`config.mk`:
```
export PLATFORM = sky130hd
export DESIGN_NAME = traffic_lamp_monitor
export DESIGN_NICKNAME = d
export VERILOG_FILES = /design/src/rtl/tl_pkg.sv /design/src/rtl/tl_lamp_decode.sv /design/src/rtl/traffic_lamp_monitor.sv
export SDC_FILE = /design/constraint.sdc
export NUM_CORES = 1
export LEC_CHECK = 0
export CAP_MARGIN = 20
export CORE_MARGIN = 4
export CORE_UTILIZATION = 49
export DETAILED_ROUTE_END_ITERATION = 6
export HOLD_SLACK_MARGIN = 0.03
export PLACE_DENSITY = 0.79
export SLEW_MARGIN = 20
export SYNTH_ARGS = -nofsm -noshare
export SYNTH_HDL_FRONTEND = slang
export SYNTH_SLANG_ARGS = --single-unit
```
`constraint.sdc`:
```
create_clock -name clk -period 2.45 [get_ports clk]
set_input_delay 0.3675 -clock clk [delete_from_list [all_inputs] [get_ports clk]]
set_output_delay 0.3675 -clock clk [all_outputs]
set_load 0.01 [all_outputs]
```
`src/rtl/tl_pkg.sv`:
```
// tl_pkg: shared phase, lamp pattern, fault code and FSM encodings for the lamp monitor
package tl_pkg;
  typedef enum logic [1:0] {X1D2 = 2'b00, V1D2 = 2'b01, D1X2 = 2'b10, D1V2 = 2'b11} phase_e;
  typedef enum logic [2:0] {
    F_NONE = 3'b000, F_ILLEGAL = 3'b001, F_ORDER = 3'b010, F_SHORT = 3'b011, F_LONG = 3'b100
  } fault_e;
  typedef enum logic [1:0] {SYNC = 2'b00, TRACK = 2'b01, FAULT = 2'b10} state_e;
  localparam logic [5:0] LAMP_X1D2 = 6'b001_100;
  localparam logic [5:0] LAMP_V1D2 = 6'b010_100;
  localparam logic [5:0] LAMP_D1X2 = 6'b100_001;
  localparam logic [5:0] LAMP_D1V2 = 6'b100_010;
endpackage

```
`src/rtl/tl_lamp_decode.sv`:
```
// tl_lamp_decode: combinational lamp pattern {R1,Y1,G1,R2,Y2,G2} to {legal, phase}
module tl_lamp_decode
  import tl_pkg::*;
(
  input  logic [5:0] lamp,
  output logic       legal,
  output phase_e     phase
);
  always_comb begin
    legal = lamp == LAMP_X1D2 || lamp == LAMP_V1D2 || lamp == LAMP_D1X2 || lamp == LAMP_D1V2;
    phase = lamp == LAMP_V1D2 ? V1D2 : lamp == LAMP_D1X2 ? D1X2 : lamp == LAMP_D1V2 ? D1V2 : X1D2;
  end
endmodule

```
`src/rtl/traffic_lamp_monitor.sv`:
```
// traffic_lamp_monitor: passive phase order/duration checker on the lamp bus with sticky fault code.
// Optional TLM_CYCLE_COUNT_EN adds cycle_cnt, a count of fault-free full light cycles.
module traffic_lamp_monitor
  import tl_pkg::*;
#(
  parameter int G1_SEC = 30,
  parameter int Y1_SEC = 4,
  parameter int G2_SEC = 20,
  parameter int Y2_SEC = 4,
  parameter int TOL    = 1
) (
  input  logic        clk,
  input  logic        rst,
  input  logic        tick_1s,
  input  logic [5:0]  lamp,
  input  logic        clr_fault,
  output logic [1:0]  phase,
  output logic        locked,
  output logic [6:0]  last_len,
  output logic        len_stb,
  output logic        fault,
  output logic [2:0]  fault_code
`ifdef TLM_CYCLE_COUNT_EN
  ,
  output logic [15:0] cycle_cnt
`endif
);
  logic [5:0] lamp_q, prev_q;
  logic [1:0] vld;
  logic [6:0] len;
  logic cur_legal, prev_legal, bnd, stuck, raise;
  phase_e cur_ph, prev_ph;
  fault_e code_d;
  state_e state, state_d;
  function automatic logic [7:0] exp_of(phase_e p);
    return p == X1D2 ? 8'(G1_SEC) : p == V1D2 ? 8'(Y1_SEC) : p == D1X2 ? 8'(G2_SEC) : 8'(Y2_SEC);
  endfunction
  tl_lamp_decode u_cur (.lamp(lamp_q), .legal(cur_legal), .phase(cur_ph));
  tl_lamp_decode u_prev (.lamp(prev_q), .legal(prev_legal), .phase(prev_ph));
  // vld keeps the post-reset empty samples from looking illegal or forming a boundary
  always_comb begin
    bnd = vld[1] && cur_legal && prev_legal && lamp_q != prev_q;
    stuck = state == TRACK && !bnd && tick_1s && {1'b0, len} >= exp_of(cur_ph) + 8'(TOL);
    code_d = (vld[0] && !cur_legal) ? F_ILLEGAL :
             (state == TRACK && bnd) ? (cur_ph != phase_e'(prev_ph + 2'd1) ? F_ORDER :
                                        {1'b0, len} + 8'(TOL) < exp_of(prev_ph) ? F_SHORT :
                                        {1'b0, len} > exp_of(prev_ph) + 8'(TOL) ? F_LONG : F_NONE) :
             stuck ? F_LONG : F_NONE;
    raise = code_d != F_NONE && (state != FAULT || clr_fault);
    state_d = raise ? FAULT : clr_fault ? SYNC : (state == SYNC && bnd) ? TRACK : state;
  end
  always_ff @(posedge clk or posedge rst)
    if (rst) state <= SYNC;
    else state <= state_d;
  always_ff @(posedge clk or posedge rst)
    if (rst) begin
      lamp_q <= '0;
      prev_q <= '0;
      vld <= '0;
      len <= '0;
      phase <= '0;
      last_len <= '0;
      len_stb <= 1'b0;
      fault_code <= '0;
    end else begin
      lamp_q <= lamp;
      prev_q <= lamp_q;
      vld <= {vld[0], 1'b1};
      len <= bnd ? {6'd0, tick_1s} : (tick_1s && len != 7'd127) ? len + 7'd1 : len;
      if (vld[0] && cur_legal) phase <= cur_ph;
      len_stb <= state == TRACK && bnd;
      if (state == TRACK && bnd) last_len <= len;
      fault_code <= raise ? code_d : clr_fault ? F_NONE : fault_code;
    end
  assign fault = state == FAULT;
  assign locked = state == TRACK;
`ifdef TLM_CYCLE_COUNT_EN
  always_ff @(posedge clk or posedge rst)
    if (rst) cycle_cnt <= '0;
    else if (clr_fault) cycle_cnt <= '0;
    else if (state == TRACK && bnd && prev_ph == D1V2 && cur_ph == X1D2 && !raise) cycle_cnt <= cycle_cnt + 16'd1;
`endif
endmodule

```
==> out/metrics.cfg, run 1 <==
[status]
status = finished, violations left
violations = negative setup slack

[setup_path]
critPathKind = flip-flop to flip-flop
worstPathMaxFanout = 4
cp_data_arrival_time_ps = 2730
critPathCaptureType = flip-flop
reg2reg_slack_ps = -100
cp.required_ps = 2620
start_kind = flip-flop

[cts]
htree_levels = 2
cts_buffers = 5
clkTransAtPathRegs_ps = 70
clock_latency_ps = 290
cts-root-buf = clkbuf_8
clockBufferDepth = 2
cts_tree = built
cts_sinks = 36

[route]
dr.pass1.iters = 4
drc = 0
totalWireLength_um = 4580
vias_per_cell = 5.602
dr_total_vias = 1591
wl_per_cell_um = 16.13
drt_iter0_drc = 125
ant_nets = 0

[synthesis]
synth_cells = 183
synth-main-ff-cell = dfrtp_1
synthesis.nets = 203
ys_seq_elements = 36
synth-async-reset-ratio = 1.000
ys_seq_area_frac = 0.4580
synth_cell_types = 50
syn_area_um2 = 1967
synth-edff-count = 0
yosysWarnings = 0
avgSynthCellArea_um2 = 10.75

[die]
start_util = 0.5216
io_pins = 25
floorplan.die_area_um2 = 5092
die_w_um = 71.36
fp.coreArea_um2 = 3771
rows = 22
die_height_um = 71.36

[layout]
n_antenna_cell = 0
fin_nets = 255
drive_above_1_share = 0.3347
utilization = 0.7266
register_area_um2 = 907.1
mostFrequentLayoutCells = 31 x dfrtp_1, 24 x clkdlybuf4s50_1, 24 x buf_4
areaGrowthSynthToFinish_pct = 39.31
fill_cells = 260
final_common_cell = dfrtp_1
multi_input_area_um2 = 1161
layout.cells.non_filler = 284

[timing]
min_period_over_period = 1.043
drv_slew = 0
hold_viol_final = 0
period_needed_ps = 2555
max_freq_mhz = 391.4
slew-limit-headroom = 0.5896
tightest_slew_ps = 609.1
clock_skew_ps = 5.774
setup_viol = 3
rsz0062_at_grt = yes
worst_slack_ps = -104.9

[grt]
grt_max_degree = 37
antenna_found_initial = 0
overflow = 0
grtUsageTotal = 0.1833
grt_pass1_vias = 1480
grt_pass1_wl_um = 7238

[pwr]
vdd_drop_max_mv = 0.4933
power.density_nw_per_um2 = 734.5
power_mw = 2.013
p_sw_uw = 656.3
power_frac_seq = 0.397
power.leakage_nw = 1.207
power.internal_mw = 1.356
p_clk_frac = 0.281
pwr-share-comb = 0.322
netSwitchingFraction = 0.3261

[flow_run]
cap_viol_max_count = 0

[placed_design]
dp_hpwl_um = 2830
gp_congestion = 0.8741
dp_cells = 264
io_buffers = 24

[min_path]
hold_class = flip-flop to flip-flop

## per-layer routing
| layer | up-vias | track usage | wire length [um] |
|---|---|---|---|
| met2 | 52 | 0.2908 | 2163 |
| met4 | 0 | 0.05637 | 183 |
| met3 | 16 | 0.05470 | 231 |
| met5 | - | 0 | 0 |
| met1 | 771 | 0.2413 | 2002 |
| li1 | 752 | - | - |
## cells in the mapped netlist, types with 2 or more instances
master    number  area share
a311oi_1       2      0.0089
nand2b_1       4       0.013
nor3_1         2      0.0051
a31oi_1        3      0.0095
mux2i_1        2       0.010
o21ai_0        8       0.020
nor2_1        16       0.031
and3_1         2      0.0064
and2_1         2      0.0064
ha_1          10       0.064
a32oi_1        2      0.0089
and4_1         3       0.013
dfrtp_1       36        0.46
nand3_1        5       0.013
inv_1         13       0.025
xor2_1         9       0.040
nor3b_2        2       0.013
xnor2_1        8       0.036
nand2_1        9       0.017
nor2b_1        2      0.0064
buf_2          3      0.0076
a21oi_1        6       0.015
mux2_2         7       0.040
## area by class of cell
| type | instances | share of cell area |
|---|---|---|
| multi-input cells | 130 | 0.4237 |
| flip-flops and latches | 36 | 0.3310 |
| repair buffers | 49 | 0.1575 |
| clock buffers | 7 | 0.03516 |
| well taps | 48 | 0.02192 |
| inverters | 13 | 0.01963 |
| clock inverters | 1 | 0.01096 |
## worst max-delay path: stages, from the launching register on
cell      delay, ps
dfrtp_1         420
nor4b_4         360
a32oi_2         110
ha_2            230
inv_4           100
ha_4            210
a311oi_2        220
o21ai_1         140
and4_4          220
a31oi_4         170
o21ai_2          90
o21bai_1        160
## kinds of logic (layout without fill, tap and decap cells)
logic type	count (synthesis)	count (layout)	share of synthesized area
adder cells (fa/ha/maj)	10	10	0.06361
AO/OA/AOI/OAI	37	37	0.1476
multiplexers	9	9	0.05026
flip-flops	36	36	0.4580
other	1	1	0.001907
buffers and inverters	17	70	0.03435
AND/OR/NAND/NOR	56	56	0.1686
XOR/XNOR	17	17	0.07570
## power by group through the flow
stage	Combinational (mW)	Clock, mW	Sequential (mW)
3_3_place_gp	0.417	0	0.788
5_1_grt	0.717	0.606	0.818
2_1_floorplan	0.338	0	0.742
4_1_cts	0.482	0.576	0.789
3_5_place_dp	0.426	0	0.791
6_report	0.647	0.567	0.799
## metrics by stage
step	setup slack, ps	hold slack (ps)	setup TNS, ps	area [um^2]
final	-104.9	462.2	-242.3	2740
after global routing	-177.3	476.9	-634.6	2740
after CTS	-25.22	471.4	-25.22	2589
after detailed placement	-94.70	458.3	-239.4	2374
after global placement	-29.33	448.3	-29.38	2374
after floorplan	2.397	398.9	0	1994
## state kept, by name (all words and copies together) (netlist names)
signal / cells
vld: 2
fault_code: 3
len: 7
last_len: 7
state: 2
prev_q: 6
lamp_q: 6
len_stb: 1
phase: 2
## path summary, 6_finish.rpt
path / from / cells past startpoint / end
min in group asynchronous: rst / 3 / lamp_q[3]$_DFF_PP0_
max reg2reg: prev_q[2]$_DFF_PP0_ / 11 / state[1]$_DFFE_PP0P_
min: lamp_q[0]$_DFF_PP0_ / 0 / prev_q[0]$_DFF_PP0_
max: prev_q[2]$_DFF_PP0_ / 11 / state[1]$_DFFE_PP0P_
max in group asynchronous: rst / 3 / lamp_q[4]$_DFF_PP0_
min reg2reg: lamp_q[0]$_DFF_PP0_ / 0 / prev_q[0]$_DFF_PP0_
## repair_timing
item	CTS	global route
hold endpoints to repair	0	0
gates cloned	0	0
setup buffers	6	6
pin swaps	7	9
gates resized for setup	8	23
hold buffers	0	0
setup endpoints to repair	4	6
(Power assumes the default switching activity.)
==> run 2, diff against run 1 <==
--- a/config.mk
+++ b/config.mk
@@ -6,11 +6,11 @@
 export NUM_CORES = 1
 export LEC_CHECK = 0
 export CAP_MARGIN = 20
-export CORE_MARGIN = 4
-export CORE_UTILIZATION = 49
+export CORE_MARGIN = 1.5
+export CORE_UTILIZATION = 44
 export DETAILED_ROUTE_END_ITERATION = 6
 export HOLD_SLACK_MARGIN = 0.03
-export PLACE_DENSITY = 0.79
+export PLACE_DENSITY = 0.72
 export SLEW_MARGIN = 20
 export SYNTH_ARGS = -nofsm -noshare
 export SYNTH_HDL_FRONTEND = slang
==> run 2 against run 1 <==
  * The flow still finishes with violations (negative setup slack)
  * Via count shrank 3.8%
  * First-iteration DRC count shrank 47%
  * Final area shrank 0.78%
  * Sequential cell count is the same
  * Fmax grew 2.5%
  * Clock skew grew 4.6 ps
  * Highest routed layer unchanged
==> out/metrics.cfg, run 2 (synthesis results as in run 1) <==
[status]
status = finished, violations left
violations = negative setup slack

[grt]
grt_max_degree = 37
grtUsageTotal = 0.1837
grt_pass1_wl_um = 7238
antenna_found_initial = 0
overflow = 0
grt_pass1_vias = 1572

[pwr]
vdd_drop_max_mv = 0.4575
power.leakage_nw = 1.224
power.density_nw_per_um2 = 719.1

[setup_path]
start_kind = flip-flop
reg2reg_slack_ps = -40
critPathKind = flip-flop to flip-flop
cp.required_ps = 2620
cp_data_arrival_time_ps = 2670
worstPathMaxFanout = 4
critPathCaptureType = flip-flop

[route]
totalWireLength_um = 4261
vias_per_cell = 5.313
dr_total_vias = 1530
dr.pass1.iters = 6
drt_iter0_drc = 66
drc = 0
wl_per_cell_um = 14.80
ant_nets = 0

[die]
start_util = 0.4549
floorplan.die_area_um2 = 4880
die_height_um = 69.86
die_w_um = 69.86
fp.coreArea_um2 = 4324
rows = 24
io_pins = 25

[timing]
period_needed_ps = 2492
setup_viol = 2
slew-limit-headroom = 0.6290
rsz0062_at_grt = yes
tns_ps = -51.39
clock_skew_ps = 10.39
max_freq_mhz = 401.3
min_period_over_period = 1.017
tightest_slew_ps = 550.7
drv_slew = 0
hold_viol_final = 0
worst_slack_ps = -41.86

[cts]
htree_levels = 2
cts_buffers = 5
clkTransAtPathRegs_ps = 70
clockBufferDepth = 2
clock_latency_ps = 290
cts_tree = built
cts_sinks = 36
cts-root-buf = clkbuf_8
cts_hold_buffers = 0

[layout]
fin_nets = 255
areaGrowthSynthToFinish_pct = 38.23
utilization = 0.6288
fill_cells = 357
n_antenna_cell = 0
drive_above_1_share = 0.3008
final_common_cell = dfrtp_1
mostFrequentLayoutCells = 35 x dfrtp_1, 24 x clkdlybuf4s50_1, 24 x buf_4
reg_top3 = last_len: 7 flops, len: 7 flops

[placed_design]
dp_hpwl_um = 2818
gp_congestion = 0.8733
io_buffers = 24

[min_path]
hold_class = flip-flop to flip-flop

[flow_run]
cap_viol_max_count = 0

## run 2: metrics by stage
step | setup WS [ps] | power, mW | std cells | area (um^2) | hold WS, ps
6_report | -41.86 | 1.955 | 288 | 2719 | 455.3
5_1_grt | -179.0 | 2.097 | 288 | 2719 | 492.9
4_1_cts | -12.61 | 1.849 | 284 | 2604 | 458.3
3_5_place_dp | -97.51 | 1.242 | 272 | 2409 | 431.6
3_3_place_gp | -36.35 | 1.232 | 272 | 2409 | 436.4
2_1_floorplan | 2.397 | 1.080 | 183 | 1994 | 398.9
## run 2: power by group
| part | leakage (nW) | internal [mW] | switching, mW |
|---|---|---|---|
| clock | 0.0645 | 0.359 | 0.203 |
| sequential | 0.453 | 0.661 | 0.127 |
| combinational | 0.707 | 0.319 | 0.287 |
## run 2: layout make-up
cell class	count	area (um^2)	area share
clock buffers	7	96.34	0.03543
multi-input cells	130	1142	0.4202
flip-flops and latches	36	902.1	0.3318
clock inverters	1	30.03	0.01104
inverters	13	51.30	0.01887
repair buffers	49	431.7	0.1588
well taps	52	65.06	0.02393
## run 2: worst paths after layout
kind,startpoint,endpoint,cells after the start
max in group asynchronous,rst,prev_q[5]$_DFF_PP0_,3
setup / recovery,prev_q[3]$_DFF_PP0_,state[1]$_DFFE_PP0P_,11
min in group asynchronous,rst,prev_q[3]$_DFF_PP0_,3
hold / removal,vld[0]$_DFF_PP0_,vld[1]$_DFF_PP0_,0
setup reg to reg,prev_q[3]$_DFF_PP0_,state[1]$_DFFE_PP0P_,11
hold reg to reg,vld[0]$_DFF_PP0_,vld[1]$_DFF_PP0_,0
## run 2: what timing repair did
action,CTS,global route
gates resized for setup,8,14
setup endpoints to repair,5,11
setup buffers,4,4
hold endpoints to repair,0,0
pin swaps,7,11
## run 2: metal layers
| layer | wire, um | track usage | up-vias |
|---|---|---|---|
| met4 | 85 | 0.06197 | 0 |
| met1 | 1927 | 0.2383 | 745 |
| met5 | 0 | 0 | - |
| li1 | - | - | 747 |
| met2 | 2101 | 0.3026 | 32 |
| met3 | 147 | 0.04329 | 6 |
## run 2: worst max-delay path, stage by stage, from the launching register on
cell and delay, ps:
dfrtp_1 420, nor4b_4 340, a32oi_2 100, ha_2 230, inv_4 80, ha_4 200
a31oi_4 190, o221ai_4 140, and4_4 220, a31oi_4 190, o21ai_2 90, o21bai_4 170
==> run 3, diff against run 2 <==
--- a/config.mk
+++ b/config.mk
@@ -9,8 +9,9 @@
 export CORE_MARGIN = 1.5
 export CORE_UTILIZATION = 44
 export DETAILED_ROUTE_END_ITERATION = 6
+export DONT_BUFFER_PORTS = 1
 export HOLD_SLACK_MARGIN = 0.03
-export PLACE_DENSITY = 0.72
+export PLACE_DENSITY = 0.65
 export SLEW_MARGIN = 20
 export SYNTH_ARGS = -nofsm -noshare
 export SYNTH_HDL_FRONTEND = slang
==> run 3 against run 2 <==
  * The flow still finishes with violations (negative setup slack)
  * Sequential cell count unchanged
  * Sequential share of layout area up 4.1 points
  * Via count down 1.7%
  * Clock power decreased by 19%
  * Largest cell class unchanged
  * Clock-buffer cell count did not move
  * Sequential power about the same
  * First-iteration DRC count rose by 50%
  * Core utilization fell by 6.7 points
  * Fmax decreased by 1.8%
==> out/metrics.cfg, run 3 (synthesis results as in run 1) <==
[status]
status = finished, violations left
violations = negative setup slack

[timing]
slew-limit-headroom = 0.4490
max_freq_mhz = 394.2
tightest_slew_ps = 825.6
period_needed_ps = 2537
rsz0062_at_grt = yes
min_period_over_period = 1.035
hold_viol_final = 0
worst_slack_ps = -86.58
drv_slew = 0
clock_skew_ps = 10.30
setup_viol = 4
tns_ps = -220.2
hold_ws_ps = 101.9

[grt]
grt_pass1_vias = 1565
grtUsageTotal = 0.1873
grt_max_degree = 23
overflow = 0
grt_pass1_wl_um = 7155
antenna_found_initial = 0

[layout]
reg_top3 = last_len: 7 flops, len: 7 flops
drive_above_1_share = 0.3238
fin_nets = 230
final_common_cell = dfrtp_1
n_antenna_cell = 0
fill_cells = 382
utilization = 0.5619
mostFrequentLayoutCells = 32 x dfrtp_1, 21 x buf_4, 15 x nor2_1
areaGrowthSynthToFinish_pct = 23.54

[setup_path]
cp_data_arrival_time_ps = 2710
start_kind = flip-flop
critPathKind = flip-flop to flip-flop
cp.required_ps = 2630
worstPathMaxFanout = 4
critPathCaptureType = flip-flop

[pwr]
power.internal_mw = 1.155
p_sw_uw = 600.0
power_mw = 1.755
netSwitchingFraction = 0.3419
p_clk_frac = 0.258
pwr-share-comb = 0.292
power.leakage_nw = 1.110
power_frac_seq = 0.449
vdd_drop_max_mv = 0.4025
power.density_nw_per_um2 = 722.3

[cts]
cts_hold_buffers = 0
clkTransAtPathRegs_ps = 70
cts_tree = built
cts-root-buf = clkbuf_8
htree_levels = 2
clockBufferDepth = 2
clock_latency_ps = 290
cts_buffers = 5
cts_sinks = 36

[route]
ant_nets = 0
drc = 0
vias_per_cell = 5.740
drt_iter0_drc = 99
wl_per_cell_um = 16.44
dr.pass1.iters = 4
totalWireLength_um = 4308
dr_total_vias = 1504

[die]
fp.coreArea_um2 = 4324
start_util = 0.4549
die_w_um = 69.86
die_height_um = 69.86
floorplan.die_area_um2 = 4880
io_pins = 25
rows = 24

[placed_design]
dp_hpwl_um = 3044
gp_congestion = 0.7677
io_buffers = 0

[min_path]
hold_class = input pin to flip-flop

[flow_run]
cap_viol_max_count = 0

-- run 3: final timing paths --
| check | start | end | cells past startpoint | slack [ps] |
|---|---|---|---|---|
| max | prev_q[2]$_DFF_PP0_ | state[1]$_DFFE_PP0P_ | 11 | -90 |
| min | lamp[0] | lamp_q[0]$_DFF_PP0_ | 0 | 100 |
| max reg2reg | prev_q[2]$_DFF_PP0_ | state[1]$_DFFE_PP0P_ | 11 | -90 |
| min reg2reg | vld[0]$_DFF_PP0_ | vld[1]$_DFF_PP0_ | 0 | 450 |
| max in group asynchronous | rst | phase[1]$_DFFE_PP0P_ | 2 | 1690 |
| min in group asynchronous | rst | last_len[2]$_DFFE_PP0N_ | 1 | 130 |
-- run 3: layout make-up --
type	count	area, um^2	area share
inverter	13	51.30	0.02111
tap	52	65.06	0.02678
sequential	36	905.9	0.3728
multi-input combinational	130	1120	0.4609
clock buffer	7	96.34	0.03965
timing repair buffer	24	191.4	0.07878
-- run 3: what timing repair did --
item                                    CTS  global route
endpoints found under the hold margin     0             0
cloned                                    0             1
pin swaps                                16             7
endpoints found under the setup margin    5            13
buffers inserted                          8             1
resized for setup                        19             6
-- run 3: worst max-delay path, cell delays in order, from the launching register on --
cell      delay, ps
dfrtp_1         430
nor4b_4         340
o21ai_2         110
ha_2            220
inv_4            80
ha_4            200
a311oi_2        240
o21ai_1          90
and4_1          230
a31oi_4         220
o21ai_2         100
o21bai_1        170
-- run 3: metrics by stage --
stage	cells	worst slack (ps)	cell area [um^2]
6_report	262	-86.58	2430
4_1_cts	261	-43.20	2405
5_1_grt	262	-173.2	2430
2_1_floorplan	183	2.397	1994
3_5_place_dp	246	-165.3	2153
3_3_place_gp	246	-37.79	2153
-- run 3: power by group through the flow --
stage | registers (mW) | logic (mW) | clock network (mW)
CTS | 0.784 | 0.497 | 0.466
global placement | 0.784 | 0.385 | 0
floorplan | 0.742 | 0.338 | 0
detailed placement | 0.790 | 0.414 | 0
finish | 0.789 | 0.513 | 0.453
global route | 0.802 | 0.566 | 0.486
-- run 3: routing by layer --
metal  track usage  vias to the layer above  part of all wire  routed length, um
met5             0                        -                 0                  0
met4       0.07479                        0             0.022                 95
met3       0.05483                       13             0.034                147
met2        0.3344                       34              0.52               2226
met1        0.2083                      758              0.43               1839
li1              -                      699                 -                  -
